<file path="src/rtl/rf_wb_port.sv">
// Writeback producer for the register file's single write port: ALU/load arbitration,
// load extension, return FIFO and pending-load scoreboard. Optional: WB_LOAD_BYPASS_EN.
module rf_wb_port #(
    parameter int FIFO_DEPTH = 2
) (
    input  logic        clk,
    input  logic        rst,
    input  logic        alu_valid,
    input  logic [4:0]  alu_rd,
    input  logic [31:0] alu_data,
    input  logic        ld_valid,
    output logic        ld_ready,
    input  logic [4:0]  ld_rd,
    input  logic [31:0] ld_data,
    input  logic [1:0]  ld_addr_lo,
    input  logic [2:0]  ld_funct3,
    input  logic        mark_valid,
    input  logic [4:0]  mark_rd,
    input  logic [4:0]  rs1,
    input  logic [4:0]  rs2,
    output logic        rs1_busy,
    output logic        rs2_busy,
    output logic [31:0] busy,
    output logic        rf_we,
    output logic [4:0]  rf_waddr,
    output logic [31:0] rf_wdata,
    output logic        wb_err
);

    localparam int AW = $clog2(FIFO_DEPTH);
    localparam int PW = AW + 1;

    logic [PW-1:0] wptr_q, wptr_d;
    logic [PW-1:0] rptr_q, rptr_d;
    logic [4:0]    frd_q  [FIFO_DEPTH];
    logic [31:0]   fdat_q [FIFO_DEPTH];

    logic [31:0] busy_q, busy_d;
    logic        err_q, err_d;
    logic        we_q, we_d;
    logic [4:0]  waddr_q, waddr_d;
    logic [31:0] wdata_q, wdata_d;

    logic        full, empty, push, pop, byp, fifo_we, clr;
    logic [4:0]  head_rd, clr_rd;
    logic [31:0] head_data, ext_data;
    logic [7:0]  ld_byte;
    logic [15:0] ld_half;

    assign empty   = (wptr_q == rptr_q);
    assign full    = (wptr_q[AW] != rptr_q[AW]) &&
                     (wptr_q[AW-1:0] == rptr_q[AW-1:0]);
    assign ld_ready = ~full;
    assign push    = ld_valid & ~full;
    assign pop     = ~alu_valid & ~empty;

`ifdef WB_LOAD_BYPASS_EN
    assign byp = push & empty & ~alu_valid;
`else
    assign byp = 1'b0;
`endif

    assign fifo_we   = push & ~byp;
    assign head_rd   = frd_q[rptr_q[AW-1:0]];
    assign head_data = fdat_q[rptr_q[AW-1:0]];
    assign clr       = pop | byp;
    assign clr_rd    = pop ? head_rd : ld_rd;

    always_comb begin
        ld_byte = ld_data[7:0];
        case (ld_addr_lo)
            2'd1:    ld_byte = ld_data[15:8];
            2'd2:    ld_byte = ld_data[23:16];
            2'd3:    ld_byte = ld_data[31:24];
            default: ld_byte = ld_data[7:0];
        endcase
        ld_half = ld_addr_lo[1] ? ld_data[31:16] : ld_data[15:0];
        case (ld_funct3)
            3'b000:  ext_data = {{24{ld_byte[7]}}, ld_byte};
            3'b100:  ext_data = {24'h0, ld_byte};
            3'b001:  ext_data = {{16{ld_half[15]}}, ld_half};
            3'b101:  ext_data = {16'h0, ld_half};
            default: ext_data = ld_data;
        endcase
    end

    always_comb begin
        wptr_d  = wptr_q;
        rptr_d  = rptr_q;
        we_d    = 1'b0;
        waddr_d = waddr_q;
        wdata_d = wdata_q;
        if (fifo_we) wptr_d = wptr_q + PW'(1);
        if (pop)     rptr_d = rptr_q + PW'(1);
        if (alu_valid) begin
            we_d    = (alu_rd != 5'd0);
            waddr_d = alu_rd;
            wdata_d = alu_data;
        end else if (pop) begin
            we_d    = (head_rd != 5'd0);
            waddr_d = head_rd;
            wdata_d = head_data;
        end else if (byp) begin
            we_d    = (ld_rd != 5'd0);
            waddr_d = ld_rd;
            wdata_d = ext_data;
        end
    end

    // A new mark is applied after the clear so a same-cycle set wins.
    always_comb begin
        busy_d = busy_q;
        err_d  = err_q;
        if (clr) begin
            busy_d[clr_rd] = 1'b0;
            if (clr_rd != 5'd0 && !busy_q[clr_rd]) err_d = 1'b1;
        end
        if (mark_valid && mark_rd != 5'd0) begin
            busy_d[mark_rd] = 1'b1;
            if (busy_q[mark_rd]) err_d = 1'b1;
        end
        busy_d[0] = 1'b0;
    end

    always_ff @(posedge clk) begin
        if (fifo_we) begin
            frd_q[wptr_q[AW-1:0]]  <= ld_rd;
            fdat_q[wptr_q[AW-1:0]] <= ext_data;
        end
    end

    always_ff @(posedge clk or posedge rst) begin
        if (rst) begin
            wptr_q  <= '0;
            rptr_q  <= '0;
            busy_q  <= '0;
            err_q   <= 1'b0;
            we_q    <= 1'b0;
            waddr_q <= '0;
            wdata_q <= '0;
        end else begin
            wptr_q  <= wptr_d;
            rptr_q  <= rptr_d;
            busy_q  <= busy_d;
            err_q   <= err_d;
            we_q    <= we_d;
            waddr_q <= waddr_d;
            wdata_q <= wdata_d;
        end
    end

    assign busy     = busy_q;
    assign rs1_busy = busy_q[rs1];
    assign rs2_busy = busy_q[rs2];
    assign rf_we    = we_q;
    assign rf_waddr = waddr_q;
    assign rf_wdata = wdata_q;
    assign wb_err   = err_q;

endmodule

</file>
<file path="config.mk">
export PLATFORM = sky130hd
export DESIGN_NAME = rf_wb_port
export DESIGN_NICKNAME = d
export VERILOG_FILES = /design/src/rtl/rf_wb_port.sv
export SDC_FILE = /design/constraint.sdc
export NUM_CORES = 1
export LEC_CHECK = 0
export BUFFER_PORTS_ARGS = -buffer_cell sky130_fd_sc_hd__buf_2
export CORE_UTILIZATION = 40
export CTS_CLUSTER_SIZE = 40
export DETAILED_ROUTE_END_ITERATION = 12
export GPL_ROUTABILITY_DRIVEN = 0
export SLEW_MARGIN = 40
export SYNTH_ARGS = -nofsm -noshare
export SYNTH_HDL_FRONTEND = slang
export SYNTH_SLANG_ARGS = --single-unit
</file>
<file path="constraint.sdc">
create_clock -name clk -period 4 [get_ports clk]
set_clock_uncertainty 0.15 [all_clocks]
set_input_delay 0.4 -clock clk [delete_from_list [all_inputs] [get_ports clk]]
set_output_delay 0.4 -clock clk [all_outputs]
set_load 0.1 [all_outputs]
</file>
==> load_flow_metrics.sql, run 1 <==
INSERT INTO impl_metrics (metric_group, metric, value, unit) VALUES
('yosys', 'synth_top_cell_area_share', '28.6', '%'),
('route', 'met2_length', '10.5', 'mm'),
('yosys', 'ys_seq_area_share', '52.4', '%'),
('route', 'met1_routed_wirelength_after_detailed_routing', '8.95', 'mm'),
('sta', 'hold_viol', '0', ''),
('floorplanning', 'vertical_die_dimension', '141', 'um'),
('route', 'number_of_remaining_drc_errors', '0', ''),
('critical_path', 'critical_path.slowest_cell', 'sky130_fd_sc_hd__a21oi_2', ''),
('floorplanning', 'die_width', '141', 'um'),
('yosys', 'compound_cell_area_share_of_the_yosys_netlist', '15.3', '%'),
('floorplanning', 'die_area', '20000', 'sq um'),
('clock_tree', 'clk_pin_slew_worst_paths', '0.07', 'ns'),
('yosys', 'syn_avg_cell_area', '11.1', 'sq um'),
('yosys', 'synth.area.mux_share', '17.8', '%'),
('critical_path', 'critPathRequiredTime', '4.17', 'ns'),
('clock_tree', 'cts-resized-gates', '0', ''),
('floorplanning', 'fp-row-count', '50', ''),
('place', 'dp_hpwl', '15.4', 'mm'),
('sta', 'period_share', '84.1', '%'),
('global_route', 'initial_antenna_violation_count', '0', ''),
('route', 'highest-signal-layer', 'met4', ''),
('yosys', 'post_synth_and_or_nand_nor_area_fraction', '10.4', '%'),
('yosys', 'async_flop_share', '50.0', '%'),
('sta', 'timing.max_slew.rel_slack', '47.9', '%'),
('global_route', 'overflow_after_grt', '0', ''),
('yosys', 'synth_top_family_by_area', 'multiplexers', ''),
('yosys', 'post_synth_num_cell_types', '59', ''),
('finish', 'layout.nets', '960', ''),
('sta', 'setup_viol', '0', ''),
('clock_tree', 'clkSinkCount', '148', ''),
('critical_path', 'crit_path_start_kind', 'flop', ''),
('critical_path', 'worst-r2r-setup-slack', '0.64', 'ns'),
('yosys', 'synth.most_common_cell', 'sky130_fd_sc_hd__o21ai_0', ''),
('floorplanning', 'floorplan.initialDensity', '41.1', '%'),
('clock_tree', 'cts-buffers-inserted', '17', ''),
('yosys', 'synth-seq-cells', '148', ''),
('critical_path', 'arr_time_crit_path', '3.54', 'ns'),
('yosys', 'synth-adder-area-share', '0', '%'),
('clock_tree', 'buffer_type_at_the_clock_tree_root', 'sky130_fd_sc_hd__clkbuf_16', ''),
('finish', 'drive_gt1_share', '31.8', '%'),
('finish', 'nFillCells', '1740', ''),
('clock_tree', 'clock_path_buffers', '2', ''),
('route', 'route.met3.wl', '1.28', 'mm'),
('run_status', 'run_status', 'finished, final reports clean', ''),
('global_route', 'largest_net_degree_at_the_start_of_global_routing', '44', ''),
('critical_path', 'crit_path_end_kind', 'flop', ''),
('route', 'wl_per_cell', '18.5', 'um'),
('route', 'detail_route.iter0.violations', '527', ''),
('yosys', 'netlist.top_cell.by_area', 'sky130_fd_sc_hd__edfxtp_1', ''),
('sta', 'worst-slew-pin-transition', '0.781', 'ns'),
('route', 'vias', '6243', ''),
('yosys', 'synth_fp_nets', '801', ''),
('yosys', 'synth.area.top_cells', 'sky130_fd_sc_hd__edfxtp_1 (29%), sky130_fd_sc_hd__dfrtp_1 (24%), sky130_fd_sc_hd__mux4_2 (9.3%)', ''),
('clock_tree', 'clock_tree.htree_level_count', '4', ''),
('run', 'maxCapViolCount', '0', ''),
('global_route', 'global_route.usage.total', '21.7', '%'),
('sta', 'slew_violations', '0', ''),
('floorplanning', 'core_area', '18900', 'sq um'),
('sta', 'clock.fmax', '297', 'MHz'),
('min_path', 'timing.hold.worst.class', 'in -> reg', ''),
('yosys', 'post_synthesis_cells', '702', ''),
('sta', 'timing.setup.tns', '0', 'ns'),
('yosys', 'dominantRegCellSynth', 'sky130_fd_sc_hd__edfxtp_1', ''),
('yosys', 'ys_warn_count', '0', ''),
('critical_path', 'critical_path.cell_chain', 'xor2_1 > o21ai_2 > a21oi_2 > mux2_2 > a222oi_1 > o2111ai_1 > o41ai_2', ''),
('critical_path', 'slowest_delay', '0.63', 'ns'),
('route', 'postRouteAntennaNets', '0', ''),
('route', 'firstDrtPassIters', '4', ''),
('critical_path', 'worstPathMaxFanout', '20', ''),
('route', 'routed_wire_length', '21.0', 'mm'),
('place', 'port_buffers', '171', '');
-- stage by stage --
| stage | instance area [sq um] | hold WS [ns] | cells | utilization (%) | setup slack [ns] |
|---|---|---|---|---|---|
| 2_1_floorplan | 7770 | 0.349 | 702 | - | 0.271 |
| 3_3_place_gp | 8860 | 0.308 | 1101 | 46.9 | 0.758 |
| 3_5_place_dp | 8880 | 0.316 | 1101 | 47.0 | 0.649 |
| 4_1_cts | 9500 | 0.0725 | 1134 | 50.3 | 0.664 |
| 5_1_grt | 9500 | 0.0950 | 1134 | 50.3 | 0.416 |
| 6_report | 9500 | 0.0977 | 1135 | 50.3 | 0.636 |
-- cells in the final DEF, fill, tap and decap left out, types with 3 or more instances in the layout --
cell and n:
sky130_fd_sc_hd__inv_6 6, sky130_fd_sc_hd__buf_4 11, sky130_fd_sc_hd__inv_1 10, sky130_fd_sc_hd__buf_2 171
sky130_fd_sc_hd__edfxtp_1 74, sky130_fd_sc_hd__mux2i_1 47, sky130_fd_sc_hd__a31oi_1 3, sky130_fd_sc_hd__xnor2_1 5
sky130_fd_sc_hd__or3_1 3, sky130_fd_sc_hd__nor3b_1 4, sky130_fd_sc_hd__nor3_1 6, sky130_fd_sc_hd__o21ai_0 117
sky130_fd_sc_hd__a22oi_1 9, sky130_fd_sc_hd__nor2_1 42, sky130_fd_sc_hd__mux4_2 32, sky130_fd_sc_hd__mux2_2 13
sky130_fd_sc_hd__o22ai_1 5, sky130_fd_sc_hd__inv_8 4, sky130_fd_sc_hd__dfrtp_1 73, sky130_fd_sc_hd__nand3_1 4
sky130_fd_sc_hd__or3b_2 3, sky130_fd_sc_hd__nand2_1 103, sky130_fd_sc_hd__a21oi_1 51, sky130_fd_sc_hd__nand3b_1 7
sky130_fd_sc_hd__clkbuf_16 17
-- path summary, 6_finish.rpt --
| check | from | endpoint | depth (start not counted) |
|---|---|---|---|
| setup / recovery | rptr_q[0] | wb_err | 7 |
| hold / removal | alu_rd[2] | rf_waddr[2] | 2 |
| setup reg to reg | rptr_q[0] | wb_err | 7 |
| hold reg to reg | rf_wdata[12] | rf_wdata[12] | 2 |
| max in group asynchronous | rst | rf_wdata[27] | 4 |
| min in group asynchronous | rst | busy[15] | 3 |
-- metal layers --
layer,up-vias,GRT usage (%)
met5,-,0
met4,0,6.90
met3,29,3.27
met2,256,36.6
met1,3015,29.0
li1,2943,-
-- sequential cells by signal (all words and copies together) (netlist names) --
| name | cells |
|---|---|
| rf_waddr | 5 |
| rf_wdata | 32 |
| frd_q | 10 |
| fdat_q | 64 |
| wb_err | 1 |
| rf_we | 1 |
| wptr_q | 2 |
| rptr_q | 2 |
| busy | 31 |
-- cells by family after synthesis --
| group | count (synthesis) |
|---|---|
| DFF | 148 |
| muxes | 95 |
| AOI/OAI and AO/OA | 210 |
| and+or+nand+nor | 186 |
| buffers and inverters | 54 |
| other | 1 |
| xor gates and xnor gates | 8 |
-- critical path: cells and delay by family, from the launching register on --
kind	cells	cell delay, ns
XOR/XNOR	1	0.37
flip-flops	1	0.61
AO/OA/AOI/OAI	5	1.72
multiplexers	1	0.41
-- final cells by class --
type	count	area [sq um]	share of cell area [%]
Inverter	11	43.8	0.461
Sequential cell	148	4080	42.9
Antenna cell	1	2.50	0.0263
Multi-Input combinational cell	500	3500	36.8
Clock inverter	15	181	1.91
Timing Repair Buffer	183	948	9.98
Clock buffer	17	425	4.48
Tap cell	260	325	3.42
-- timing repair --
| action | CTS | global route |
|---|---|---|
| hold endpoints to repair | 41 | 0 |
| hold buffers | 1 | 0 |
| setup endpoints to repair | 0 | 0 |
| buffers inserted | 0 | 0 |
Power of run 1 is left out: the tool's default activity adds up to more than one toggle a clock period on the data nets, which glitch-free logic cannot reach.
==> inputs of run 2 (changes only) <==
clock period = 3.2 ns   (was 4 ns; I/O delays follow)
==> run 2 against run 1 <==
  * Critical endpoint unchanged
  * First-iteration DRC count rose by 15%
  * Sequential share of layout area fell by 0.39 points
  * Via count rose by 1.4%
  * Final area rose by 0.91%
  * Maximum frequency rose by 15%
  * Critical path type unchanged
==> load_flow_metrics.sql, run 2 (synthesized netlist as in run 1, its figures left out) <==
INSERT INTO impl_metrics (metric_group, metric, value, unit) VALUES
('finish', 'post-route-util', '50.7', '%'),
('global_route', 'grt_first_pass_wirelength', '33.8', 'mm'),
('critical_path', 'worstPathMaxFanout', '20', ''),
('critical_path', 'arr_time_crit_path', '3.11', 'ns'),
('place', 'dp_hpwl', '15.6', 'mm'),
('clock_tree', 'cts-buffers-inserted', '17', ''),
('critical_path', 'crit_path_start_kind', 'flop', ''),
('clock_tree', 'clk_pin_slew_worst_paths', '0.07', 'ns'),
('floorplanning', 'vertical_die_dimension', '141', 'um'),
('sta', 'layout_min_cycle_time', '2.94', 'ns'),
('global_route', 'overflow_after_grt', '0', ''),
('route', 'detail_route.vias_per_cell', '5.54', ''),
('global_route', 'largest_net_degree_at_the_start_of_global_routing', '44', ''),
('critical_path', 'critical_path.slowest_cell', 'sky130_fd_sc_hd__dfrtp_2', ''),
('clock_tree', 'cts-resized-gates', '0', ''),
('route', 'number_of_remaining_drc_errors', '0', ''),
('clock_tree', 'clk-insertion-delay-late', '0.43', 'ns'),
('sta', 'worst-slew-pin-transition', '0.689', 'ns'),
('sta', 'setup_viol', '0', ''),
('sta', 'hold_viol', '0', ''),
('floorplanning', 'die_area', '20000', 'sq um'),
('clock_tree', 'clock_path_buffers', '2', ''),
('min_path', 'timing.hold.worst.class', 'in -> reg', ''),
('finish', 'final_cell_mix', 'sky130_fd_sc_hd__buf_2 (171), sky130_fd_sc_hd__o21ai_0 (117), sky130_fd_sc_hd__nand2_1 (103)', ''),
('global_route', 'initial_antenna_violation_count', '0', ''),
('finish', 'num_antenna_cells', '0', ''),
('global_route', 'number_of_global_route_vias_before_repair', '6149', ''),
('critical_path', 'slowest_delay', '0.61', 'ns'),
('finish', 'layout.nets', '969', ''),
('finish', 'drive_gt1_share', '32.2', '%'),
('sta', 'clock.fmax', '341', 'MHz'),
('clock_tree', 'buffer_type_at_the_clock_tree_root', 'sky130_fd_sc_hd__clkbuf_16', ''),
('route', 'postRouteAntennaNets', '0', ''),
('sta', 'timing.setup.tns', '0', 'ns'),
('route', 'vias', '6330', ''),
('finish', 'area_growth_from_synthesis_to_layout', '23.4', '%'),
('clock_tree', 'clock_tree.htree_level_count', '4', ''),
('floorplanning', 'fp-row-count', '50', ''),
('global_route', 'global_route.usage.total', '22.2', '%'),
('sta', 'slew_violations', '0', ''),
('sta', 'period_share', '91.8', '%'),
('finish', 'layout.cells.most_common', 'sky130_fd_sc_hd__buf_2', ''),
('floorplanning', 'core_area', '18900', 'sq um'),
('sta', 'timing.max_slew.rel_slack', '54.0', '%'),
('critical_path', 'critical_path.cell_chain', 'mux2i_1 > o211ai_1 > o21ai_2 > mux2_1 > a222oi_1 > o2111ai_1 > o41ai_2', ''),
('finish', 'largest_reg_flops', '64', ''),
('critical_path', 'cell_class_contributing_the_biggest_share_of_worst_path_delay', 'compound AO/OA/AOI/OAI gates', ''),
('clock_tree', 'post_cts_setup_driven_buffer_insertion_count', '0', ''),
('place', 'port_buffers', '171', ''),
('run_status', 'run_status', 'finished, final reports clean', ''),
('clock_tree', 'clkSinkCount', '148', ''),
('finish', 'finalInstanceArea', '9590', 'sq um'),
('floorplanning', 'top_level_ports', '173', ''),
('floorplanning', 'floorplan.initialDensity', '41.1', '%'),
('place', 'post_dp_cell_area', '8940', 'sq um'),
('route', 'routed_wire_length', '21.6', 'mm'),
('clock_tree', 'tritoncts', 'done', ''),
('sta', 'grt_setup_unrepaired', 'no', ''),
('critical_path', 'crit_path_end_kind', 'flop', ''),
('critical_path', 'worst-setup-path-type', 'reg -> reg', ''),
('route', 'detail_route.iter0.violations', '607', ''),
('floorplanning', 'die_width', '141', 'um'),
('route', 'firstDrtPassIters', '5', ''),
('route', 'wl_per_cell', '18.9', 'um'),
('critical_path', 'critPathRequiredTime', '3.37', 'ns'),
('run', 'maxCapViolCount', '0', ''),
('critical_path', 'timing.critical_path.buf_inv', '0', '');
run 2: final cells by class:
cell class | instances | area, sq um
timing repair buffer | 192 | 1030
sequential | 148 | 4080
clock buffer | 17 | 425
clock inverter | 15 | 194
multi-input combinational | 500 | 3490
inverter | 11 | 41.3
fill | 1812 | 9310
tap | 260 | 325
run 2: per-layer routing:
metal | track usage [%] | wire [um] | vias up
met5 | 0 | 0 | -
met4 | 6.79 | 327 | 0
met3 | 3.85 | 1340 | 31
met2 | 36.8 | 10700 | 262
met1 | 29.8 | 9220 | 3075
li1 | - | - | 2962
run 2: path summary, 6_finish.rpt:
check / from / to / cells after the start / slack, ns
worst max-delay path: rptr_q[0] / wb_err / 7 / 0.26
worst min-delay path: alu_rd[2] / rf_waddr[2] / 2 / 0.01
worst max register to register: rptr_q[0] / wb_err / 7 / 0.26
worst min register to register: rf_wdata[8] / rf_wdata[8] / 2 / 0.33
max in group asynchronous: rst / rptr_q[0] / 4 / 1.81
min in group asynchronous: rst / rf_wdata[31] / 3 / 0.41
run 2: metrics by stage:
stage	hold slack [ns]	std cells	setup WS, ns
after floorplan	0.269	702	0.0623
after global placement	0.308	1108	0.396
after detailed placement	0.315	1108	0.329
after CTS	0.000542	1143	0.283
after global routing	0.0197	1143	0.116
final	0.0123	1143	0.264
run 2: timing repair:
action,in CTS,in global routing
endpoints found under the setup margin,0,0
hold endpoints to repair,33,0
hold buffers,3,0
Power of run 2 is left out for the same reason.
